[src/rtl/iologic_cal_pkg.sv]
// rtl/iologic_cal_pkg.sv - shared types and helpers for IOLOGIC delay calibration
package iologic_cal_pkg;

    typedef enum logic [2:0] {
        ST_IDLE,
        ST_LOAD,
        ST_SETTLE,
        ST_CHECK,
        ST_STEP,
        ST_CENTER,
        ST_DONE,
        ST_FAIL
    } cal_state_t;

    localparam logic [7:0] DEFAULT_PATTERN = 8'h5A;

    // ceil(log2(ntap)), never below 1 so a tap bus always exists
    function automatic int tap_w(input int ntap);
        int w;
        w = 1;
        for (int i = 1; i < 32; i++) begin
            if ((1 << i) < ntap) begin
                w = i + 1;
            end
        end
        return w;
    endfunction

endpackage

[src/rtl/iologic_cal_chk.sv]
// rtl/iologic_cal_chk.sv - counts consecutive matching training words at one tap
module iologic_cal_chk
    import iologic_cal_pkg::*;
#(
    parameter int         SAMPLES = 16,
    parameter logic [7:0] PATTERN = DEFAULT_PATTERN
) (
    input  logic       clk,
    input  logic       rst_n,
    input  logic       en,
    input  logic [7:0] rx_data,
    output logic       valid,
    output logic       pass
);

    localparam int CW = $clog2(SAMPLES + 1);

    logic [CW-1:0] cnt;
    logic          mismatch;

    assign mismatch = (rx_data != PATTERN);
    // a mismatch ends the check immediately; otherwise report on the last word
    assign valid    = en && (mismatch || (cnt == CW'(SAMPLES - 1)));
    assign pass     = en && !mismatch;

    always_ff @(posedge clk or negedge rst_n) begin
        if (!rst_n) begin
            cnt <= '0;
        end else if (!en || valid) begin
            cnt <= '0;
        end else begin
            cnt <= cnt + 1'b1;
        end
    end

endmodule

[src/rtl/iologic_delay_cal.sv]
// rtl/iologic_delay_cal.sv - sweeps IOLOGIC delay taps, finds the passing window and centres on it
module iologic_delay_cal
    import iologic_cal_pkg::*;
#(
    parameter int         NTAP    = 128,
    parameter int         SETTLE  = 8,
    parameter int         SAMPLES = 16,
    parameter logic [7:0] PATTERN = DEFAULT_PATTERN
) (
    input  logic                     clk,
    input  logic                     rst_n,
    input  logic                     start,
    input  logic [7:0]               rx_data,
    input  logic                     cflag,
    output logic                     loadn,
    output logic                     move,
    output logic                     direction,
    output logic                     busy,
    output logic                     done,
    output logic                     fail,
    output logic [tap_w(NTAP)-1:0]   tap,
    output logic [tap_w(NTAP)-1:0]   win_lo,
    output logic [tap_w(NTAP)-1:0]   win_hi
);

    localparam int               TAP_W   = tap_w(NTAP);
    localparam int               CNT_W   = $clog2(SETTLE + 2);
    localparam logic [TAP_W-1:0] TAP_MAX = TAP_W'(NTAP - 1);

    cal_state_t       state, state_n;
    logic [CNT_W-1:0] cnt, cnt_n;
    logic [TAP_W-1:0] tap_n, win_lo_n, win_hi_n, target, target_n;
    logic [TAP_W:0]   win_sum;
    logic             win_valid, win_valid_n;
    logic             loadn_n, move_n, direction_n, busy_n, done_n, fail_n;
    logic             end_sweep;
    logic             chk_valid, chk_pass;

    iologic_cal_chk #(
        .SAMPLES (SAMPLES),
        .PATTERN (PATTERN)
    ) u_chk (
        .clk     (clk),
        .rst_n   (rst_n),
        .en      (state == ST_CHECK),
        .rx_data (rx_data),
        .valid   (chk_valid),
        .pass    (chk_pass)
    );

    always_ff @(posedge clk or negedge rst_n) begin
        if (!rst_n) begin
            state     <= ST_IDLE;
            cnt       <= '0;
            tap       <= '0;
            win_lo    <= '0;
            win_hi    <= '0;
            win_valid <= 1'b0;
            target    <= '0;
            loadn     <= 1'b1;
            move      <= 1'b0;
            direction <= 1'b0;
            busy      <= 1'b0;
            done      <= 1'b0;
            fail      <= 1'b0;
        end else begin
            state     <= state_n;
            cnt       <= cnt_n;
            tap       <= tap_n;
            win_lo    <= win_lo_n;
            win_hi    <= win_hi_n;
            win_valid <= win_valid_n;
            target    <= target_n;
            loadn     <= loadn_n;
            move      <= move_n;
            direction <= direction_n;
            busy      <= busy_n;
            done      <= done_n;
            fail      <= fail_n;
        end
    end

    always_comb begin
        state_n     = state;
        cnt_n       = cnt;
        tap_n       = tap;
        win_lo_n    = win_lo;
        win_hi_n    = win_hi;
        win_valid_n = win_valid;
        target_n    = target;
        loadn_n     = loadn;
        move_n      = 1'b0;
        direction_n = direction;
        busy_n      = busy;
        done_n      = done;
        fail_n      = fail;
        end_sweep   = 1'b0;

        case (state)
            ST_IDLE, ST_DONE, ST_FAIL: begin
                if (start) begin
                    state_n     = ST_LOAD;
                    cnt_n       = '0;
                    tap_n       = '0;
                    win_lo_n    = '0;
                    win_hi_n    = '0;
                    win_valid_n = 1'b0;
                    loadn_n     = 1'b0;
                    direction_n = 1'b0;
                    busy_n      = 1'b1;
                    done_n      = 1'b0;
                    fail_n      = 1'b0;
                end
            end
            ST_LOAD: begin
                if (cnt == CNT_W'(1)) begin
                    state_n = ST_SETTLE;
                    cnt_n   = '0;
                    loadn_n = 1'b1;
                end else begin
                    cnt_n = cnt + 1'b1;
                end
            end
            ST_SETTLE: begin
                if (cnt == CNT_W'(SETTLE - 1)) begin
                    state_n = ST_CHECK;
                    cnt_n   = '0;
                end else begin
                    cnt_n = cnt + 1'b1;
                end
            end
            ST_CHECK: begin
                if (chk_valid) begin
                    if (chk_pass) begin
                        if (!win_valid) begin
                            win_lo_n = tap;
                        end
                        win_hi_n    = tap;
                        win_valid_n = 1'b1;
                    end
                    if ((!chk_pass && win_valid) || (tap == TAP_MAX)) begin
                        end_sweep = 1'b1;
                    end else begin
                        state_n = ST_STEP;
                    end
                end
            end
            ST_STEP: begin
                if (cflag) begin
                    end_sweep = 1'b1;
                end else begin
                    move_n  = 1'b1;
                    tap_n   = tap + 1'b1;
                    cnt_n   = '0;
                    state_n = ST_SETTLE;
                end
            end
            ST_CENTER: begin
                // direction was raised on entry, so it is stable before the first pulse
                if (tap == target) begin
                    state_n = ST_DONE;
                    done_n  = 1'b1;
                    busy_n  = 1'b0;
                end else if (cnt == CNT_W'(SETTLE)) begin
                    move_n = 1'b1;
                    tap_n  = tap - 1'b1;
                    cnt_n  = '0;
                end else begin
                    cnt_n = cnt + 1'b1;
                end
            end
            default: state_n = ST_IDLE;
        endcase

        win_sum = {1'b0, win_lo_n} + {1'b0, win_hi_n};
        if (end_sweep) begin
            if (win_valid_n) begin
                state_n     = ST_CENTER;
                cnt_n       = '0;
                direction_n = 1'b1;
                target_n    = TAP_W'(win_sum >> 1);
            end else begin
                state_n = ST_FAIL;
                fail_n  = 1'b1;
                busy_n  = 1'b0;
            end
        end
    end

endmodule

[config.mk]
export PLATFORM = sky130hd
export DESIGN_NAME = iologic_delay_cal
export DESIGN_NICKNAME = d
export VERILOG_FILES = /design/src/rtl/iologic_cal_pkg.sv /design/src/rtl/iologic_cal_chk.sv /design/src/rtl/iologic_delay_cal.sv
export SDC_FILE = /design/constraint.sdc
export NUM_CORES = 1
export LEC_CHECK = 0
export BUFFER_PORTS_ARGS = -buffer_cell sky130_fd_sc_hd__buf_4
export CAP_MARGIN = 20
export CORE_MARGIN = 2
export CORE_UTILIZATION = 35
export CTS_BUF_LIST = sky130_fd_sc_hd__clkbuf_8
export DETAILED_ROUTE_END_ITERATION = 16
export PLACE_DENSITY = 0.63
export SLEW_MARGIN = 20
export SYNTH_ARGS = -nofsm -noshare
export SYNTH_HDL_FRONTEND = slang
export SYNTH_HIERARCHICAL = 1
export SYNTH_SLANG_ARGS = --single-unit
[constraint.sdc]
create_clock -name clk -period 13.64 [get_ports clk]
set_clock_uncertainty 0.05 [all_clocks]
set_input_delay 1.364 -clock clk [delete_from_list [all_inputs] [get_ports clk]]
set_output_delay 1.364 -clock clk [all_outputs]
set_load 0.05 [all_outputs]
### Word level (Yosys, flattened, before mapping)

Cells that the tools add are included.

* register bits after elaboration: 147
* output and inout bits: 102
* logic and storage cells: 129

* $add $sub $neg: 5
* eq/ne operators: 27
* mux-type cells: 64
* reductions and logical operators: 19

Operators by type and width (number)
* two-way mux 32 bit: 11
* one-hot mux 32 bit (2 select lines): 2
* one-hot mux 32 bit (3 select lines): 1
* adder 32 x 32 -> 33 bit: 1
* adder 32 x 1 -> 32 bit, second input constant: 1
* equality test 32 bit: 1
* equality test 32 x 7 -> 1 bit, second input constant: 1
* two-way mux 4 bit: 8
* subtractor 32 x 1 -> 32 bit, second input constant: 1
* two-way mux 1 bit: 24
* two-way mux 3 bit: 8
* != test 3 bit, second input constant: 7
* one-hot mux 4 bit (5 select lines): 1
* one-hot mux 3 bit (6 select lines): 1
* equality test 3 bit, second input constant: 4
* != test 2 bit, second input constant: 6
* one-hot mux 1 bit (2 select lines): 6
* != test 8 x 7 -> 1 bit, second input constant: 1
* AND reduction 7 bit: 1
* equality test 3 x 2 -> 1 bit, second input constant: 2
* AND reduction 3 bit: 2
* adder 5 x 1 -> 5 bit, second input constant: 1
* equality test 5 x 4 -> 1 bit, second input constant: 1
* two-way mux 5 bit: 1
* other kinds (15): 22

### Depth between registers and ports, before layout

* depth after elaboration: 11
* mapped depth: 21
* gate-level depth less buffers: 20

### Cells and area by module

Netlist, hierarchy kept.

By module, submodules not included
* iologic_delay_cal: times used 1, cells an instance 1012, area an instance 9318.9 µm², sequential area each 3554.7 µm²
* iologic_cal_chk: times used 1, cells an instance 24, area an instance 272.8 µm², sequential area each 125.1 µm²

### Worst setup path before layout

No wires, ideal clock.

* kind: input-to-reg
* start point: in rx_data[7]
* end point: reg target[30]
* library setup time: 131 ps
* arrival time: 5054 ps
* data required time: 13459 ps
* setup slack: 8405 ps
* cell stages on the path: 19
* buffers on the path: 1
* cell sequence: and4bb_2 nand2_1 o21a_1 and4_1 a21oi_1 nor2_1 nor2_1 clkbuf_1 a22o_1 ha_1 and4_1 and4_1 o221ai_1 nor3b_2 o31ai_4 a41oi_2 o21ai_1 and4_1 or3_1

RTL lines
* from (decl): RTL line iologic_delay_cal.sv:13 `input logic [7:0] rx_data,`
* != test 8 x 7 -> 1 bit: RTL line iologic_cal_chk.sv:21 `assign mismatch = (rx_data != PATTERN);`
* logical OR 1 bit: RTL line iologic_cal_chk.sv:23 `assign valid = en && (mismatch || (cnt == CW'(SAMPLES - 1)));`
* logical AND 1 bit: RTL line iologic_cal_chk.sv:23
* net chk_valid: RTL line iologic_delay_cal.sv:37 `logic chk_valid, chk_pass;`
* two-way mux 32 bit: RTL line iologic_delay_cal.sv:133 `if (chk_valid) begin`
* one-hot mux 32 bit (2 select lines): RTL line iologic_delay_cal.sv:99 `case (state)`
* net win_hi_n[6]: RTL line iologic_delay_cal.sv:32 `logic [TAP_W-1:0] tap_n, win_lo_n, win_hi_n, target, target_n;`
* adder 32 x 32 -> 33 bit: RTL line iologic_delay_cal.sv:175 `win_sum = {1'b0, win_lo_n} + {1'b0, win_hi_n};`
* to (signal assigned): RTL line iologic_delay_cal.sv:73 `target <= target_n;`
* to (decl): RTL line iologic_delay_cal.sv:32

The timed path passes the listed nets, and every way through them passes these cells.
A chain may end at the register's enable or synchronous reset.

### Worst setup path in the final report

* start point: in rx_data[7]
* end point: reg target[29]

The elaborated chain is that of the path after synthesis.

==> metrics.md <==
| Metric | Value |
|---|---|
| First-pass iteration count of the detailed router | `5` |
| Die Y | `169.5 µm` |
| #FFs+latches synth | `147` |
| First-pass GRT wire length | `45.96 mm` |
| Wire per inst | `19.42 µm` |
| Min Tclk post-route | `5.329 ns` |
| Reg2reg start | `state[2]` |
| # placed instances | `1,450` |
| Diodes inserted | `0` |
| YS warnings | `6` |
| Data arrival, critical path | `5.65 ns` |
| Via density | `5.602` |
| Detailed Place HPWL | `21.04 mm` |
| Final setup viols | `0` |
| Filler cell count | `2,683` |
| Share of cells above drive strength 1 | `16.04%` |
| Post-CTS sizing | `0` |
| Hold_ws | `0.4118 ns` |
| R2R depth | `19` |
| Max-cap check violation count | `0` |
| Power share of the combinational group | `31.6%` |
| Cell Rows | `60` |
| Switch share | `38.93%` |
| DRC Markers | `0` |
| Final WS setup | `8.311 ns` |
| DRT iter0 DRCs | `542` |
| Syn_area_per_cell | `9.258 µm²` |
| Type of origin of the critical path | `input pin` |
| Largest net degree at the start of global routing | `80` |
| Final instance area | `11,150 µm²` |
| Least-Margin Pin Slew | `0.9657 ns` |
| Via Count | `8,302` |
| Starting Density | `35.59%` |
| Worst skew pair latency | `0.46 ns` |
| I/O pin count | `114` |
| Net count, final | `1,208` |
| Number of global-route vias before repair | `8,299` |
| Layout Cells excl Fill | `1,482` |
| Reg-to-reg endpoint | `target[19]` |
| Sw Pwr | `484.4 µW` |
| Data required time of the critical path | `13.96 ns` |
| P_int | `759.8 µW` |
| Power Density | `111.6 nW/µm²` |
| Async S/R FF share, synth | `100.0%` |
| GRT Util Overall | `20.46%` |
| Post-CTS setup buffers | `0` |
| WHS Path Cells | `1` |
| Hold Path End | `u_chk/cnt[0]` |
| Overflow after GRT | `0` |
| CTS Sinks | `147` |
| Worst Setup End Kind | `flop` |
| Worst Hold Class | `reg2reg` |
| Area growth syn-to-layout | `16.24%` |
| Max clock buf depth | `2` |
| Dpl ws | `7.876 ns` |
| Post-route setup TNS | `0 ns` |
| Yosys cell types | `75` |
| Achievable Freq | `187.6 MHz` |
| CTS tree | `built` |
| EDFF count, synth | `0` |
| Primary FF master, synth | `dfrtp_1` |
| Unrepaired setup endpoints after global routing | `false` |
| Pins Over Slew Limit | `0` |
| Synth Net Count | `1,116` |
| CTS clock-pin slew for the worst setup and hold paths | `0.08 ns` |
| Remaining antenna violation count after routing | `0` |
| Critical path class | `in2reg` |
| Placed Area | `10,760 µm²` |
| Worst-path maximum fanout | `32` |
| Core area | `26,950 µm²` |
| Post-Synthesis Cells | `1,036` |
| CTS root buf | `clkbuf_8` |
| Fin util | `41.37%` |
| Clock network fraction of total power | `26.8%` |
| Die width | `169.5 µm` |
| Tot Pwr | `1.244 mW` |
| Placer Congestion | `0.9052` |
| Ratio of final minimum period to clock period | `39.07%` |
| H-tree levels | `4` |
| Port Buffers | `113` |
| Status | `complete, no violations` |
| Die area | `28,750 µm²` |
| Max_slew headroom | `35.49%` |
| CTS Buf Count | `17` |
| Max IR drop VDD | `56.03 µV` |
| Cell Area, Synth | `9592 µm²` |
| R2r setup slk | `8.52 ns` |
| Leakage | `5.610 nW` |
| Sequential share of the synthesized area | `38.36%` |
| Sequential Power Share | `41.6%` |
| Hold Vio Cnt, Final | `0` |
| # hold bufs at CTS | `0` |
| Routed wire length | `28.79 mm` |
| Initial antenna violation count | `0` |
| Hold_sp | `u_chk/cnt[0]` |
-- synthesized netlist by cell type (17+ instances only) --
cell / count / area (µm²)
clkbuf_1: 46 / 172.7
xor2_1: 53 / 464.2
nor2_1: 46 / 172.7
a21o_1: 28 / 210.2
inv_1: 28 / 105.1
ha_1: 66 / 825.8
nor3_1: 17 / 85.08
xnor2_1: 34 / 297.8
nand2_1: 125 / 469.2
a21oi_1: 63 / 315.3
dfrtp_1: 146 / 3654
a22o_1: 61 / 534.3
o21ai_0: 87 / 435.4
nand3_1: 22 / 110.1
-- routing by layer --
metal	share of wire (%)	track usage, %	wire (µm)
met1	46	28.02	13250
met3	5.5	4.221	1576
met5	0	0	0
met2	47	32.78	13420
met4	1.9	5.909	538
-- state kept, by name, summed over array words and instances (netlist names), 3 cells and up --
register   count
cnt            4
state          3
tap           32
target        32
u_chk/cnt      5
win_hi        32
win_lo        32
-- power by group through the flow --
stage	clock network, mW	logic (mW)	registers, mW
detailed placement	0	0.393	0.526
global placement	0	0.389	0.525
global route	0.362	0.433	0.522
finish	0.333	0.393	0.518
CTS	0.342	0.394	0.517
floorplan	0	0.252	0.548
-- cells in the final DEF (no fill, tap or decap), types with 12 or more instances in the layout --
| master | netlist | final |
|---|---|---|
| dfrtp_1 | 146 | 146 |
| nand2_1 | 125 | 125 |
| buf_4 | 0 | 121 |
| o21ai_0 | 87 | 87 |
| ha_1 | 66 | 66 |
| a21oi_1 | 63 | 63 |
| a22o_1 | 61 | 61 |
| xor2_1 | 53 | 53 |
| nor2_1 | 46 | 44 |
| xnor2_1 | 34 | 34 |
| inv_1 | 28 | 30 |
| a21o_1 | 28 | 28 |
| nand3_1 | 22 | 22 |
| clkbuf_8 | 0 | 22 |
| nor3_1 | 17 | 16 |
| o21a_1 | 12 | 12 |
| nor4_1 | 12 | 12 |
| o211ai_1 | 12 | 12 |
-- critical path, stage by stage --
cell and delay, ns:
buf_4 0.10, and4bb_2 0.33, nand2_1 0.07, o21a_1 0.22, and4_1 0.24, a21oi_1 0.12
nor2_1 0.06, nor2_2 0.11, buf_4 0.39, a22o_1 0.26, inv_1 0.07, fa_1 0.42
nor2b_1 0.13, o21a_1 0.13, o21ai_0 0.13, a31oi_1 0.43, a21oi_1 0.17, o21ai_0 0.39
a211oi_1 0.18, xor2_1 0.17, o21ai_0 0.15
-- worst max path at each step --
stage,from,to,slack [ns],cells past startpoint
4_1_cts,rx_data[7],target[29],8.35,21
6_report,rx_data[7],target[29],8.31,21
5_1_grt,rx_data[7],target[29],7.89,21
3_3_place_gp,rx_data[7],target[25],7.92,21
3_5_place_dp,rx_data[7],target[29],7.88,21
2_1_floorplan,rx_data[7],target[30],8.40,19
-- cell families (layout without fill, tap and decap cells) --
logic type / count (synthesis) / count (layout) / synth area share (%)
muxes: 5 / 5 / 0.5739
AOI/OAI and AO/OA: 347 / 347 / 24.88
adders and majority gates: 68 / 68 / 9.027
and+or+nand+nor: 304 / 304 / 15.85
DFF: 147 / 147 / 38.36
xor gates and xnor gates: 87 / 87 / 7.944
buffers and inverters: 78 / 183 / 3.366
-- cell type report --
| type | instances | area [µm²] | share of cell area (%) |
|---|---|---|---|
| Multi-Input combinational cell | 811 | 5622 | 50.42 |
| Sequential cell | 147 | 3680 | 33.00 |
| Timing Repair Buffer | 123 | 930.9 | 8.349 |
| Tap cell | 341 | 426.7 | 3.827 |
| Clock buffer | 22 | 302.8 | 2.716 |
| Inverter | 28 | 105.1 | 0.9427 |
| Clock inverter | 10 | 82.58 | 0.7407 |
Note: power is estimated with default switching activity, not from simulation.
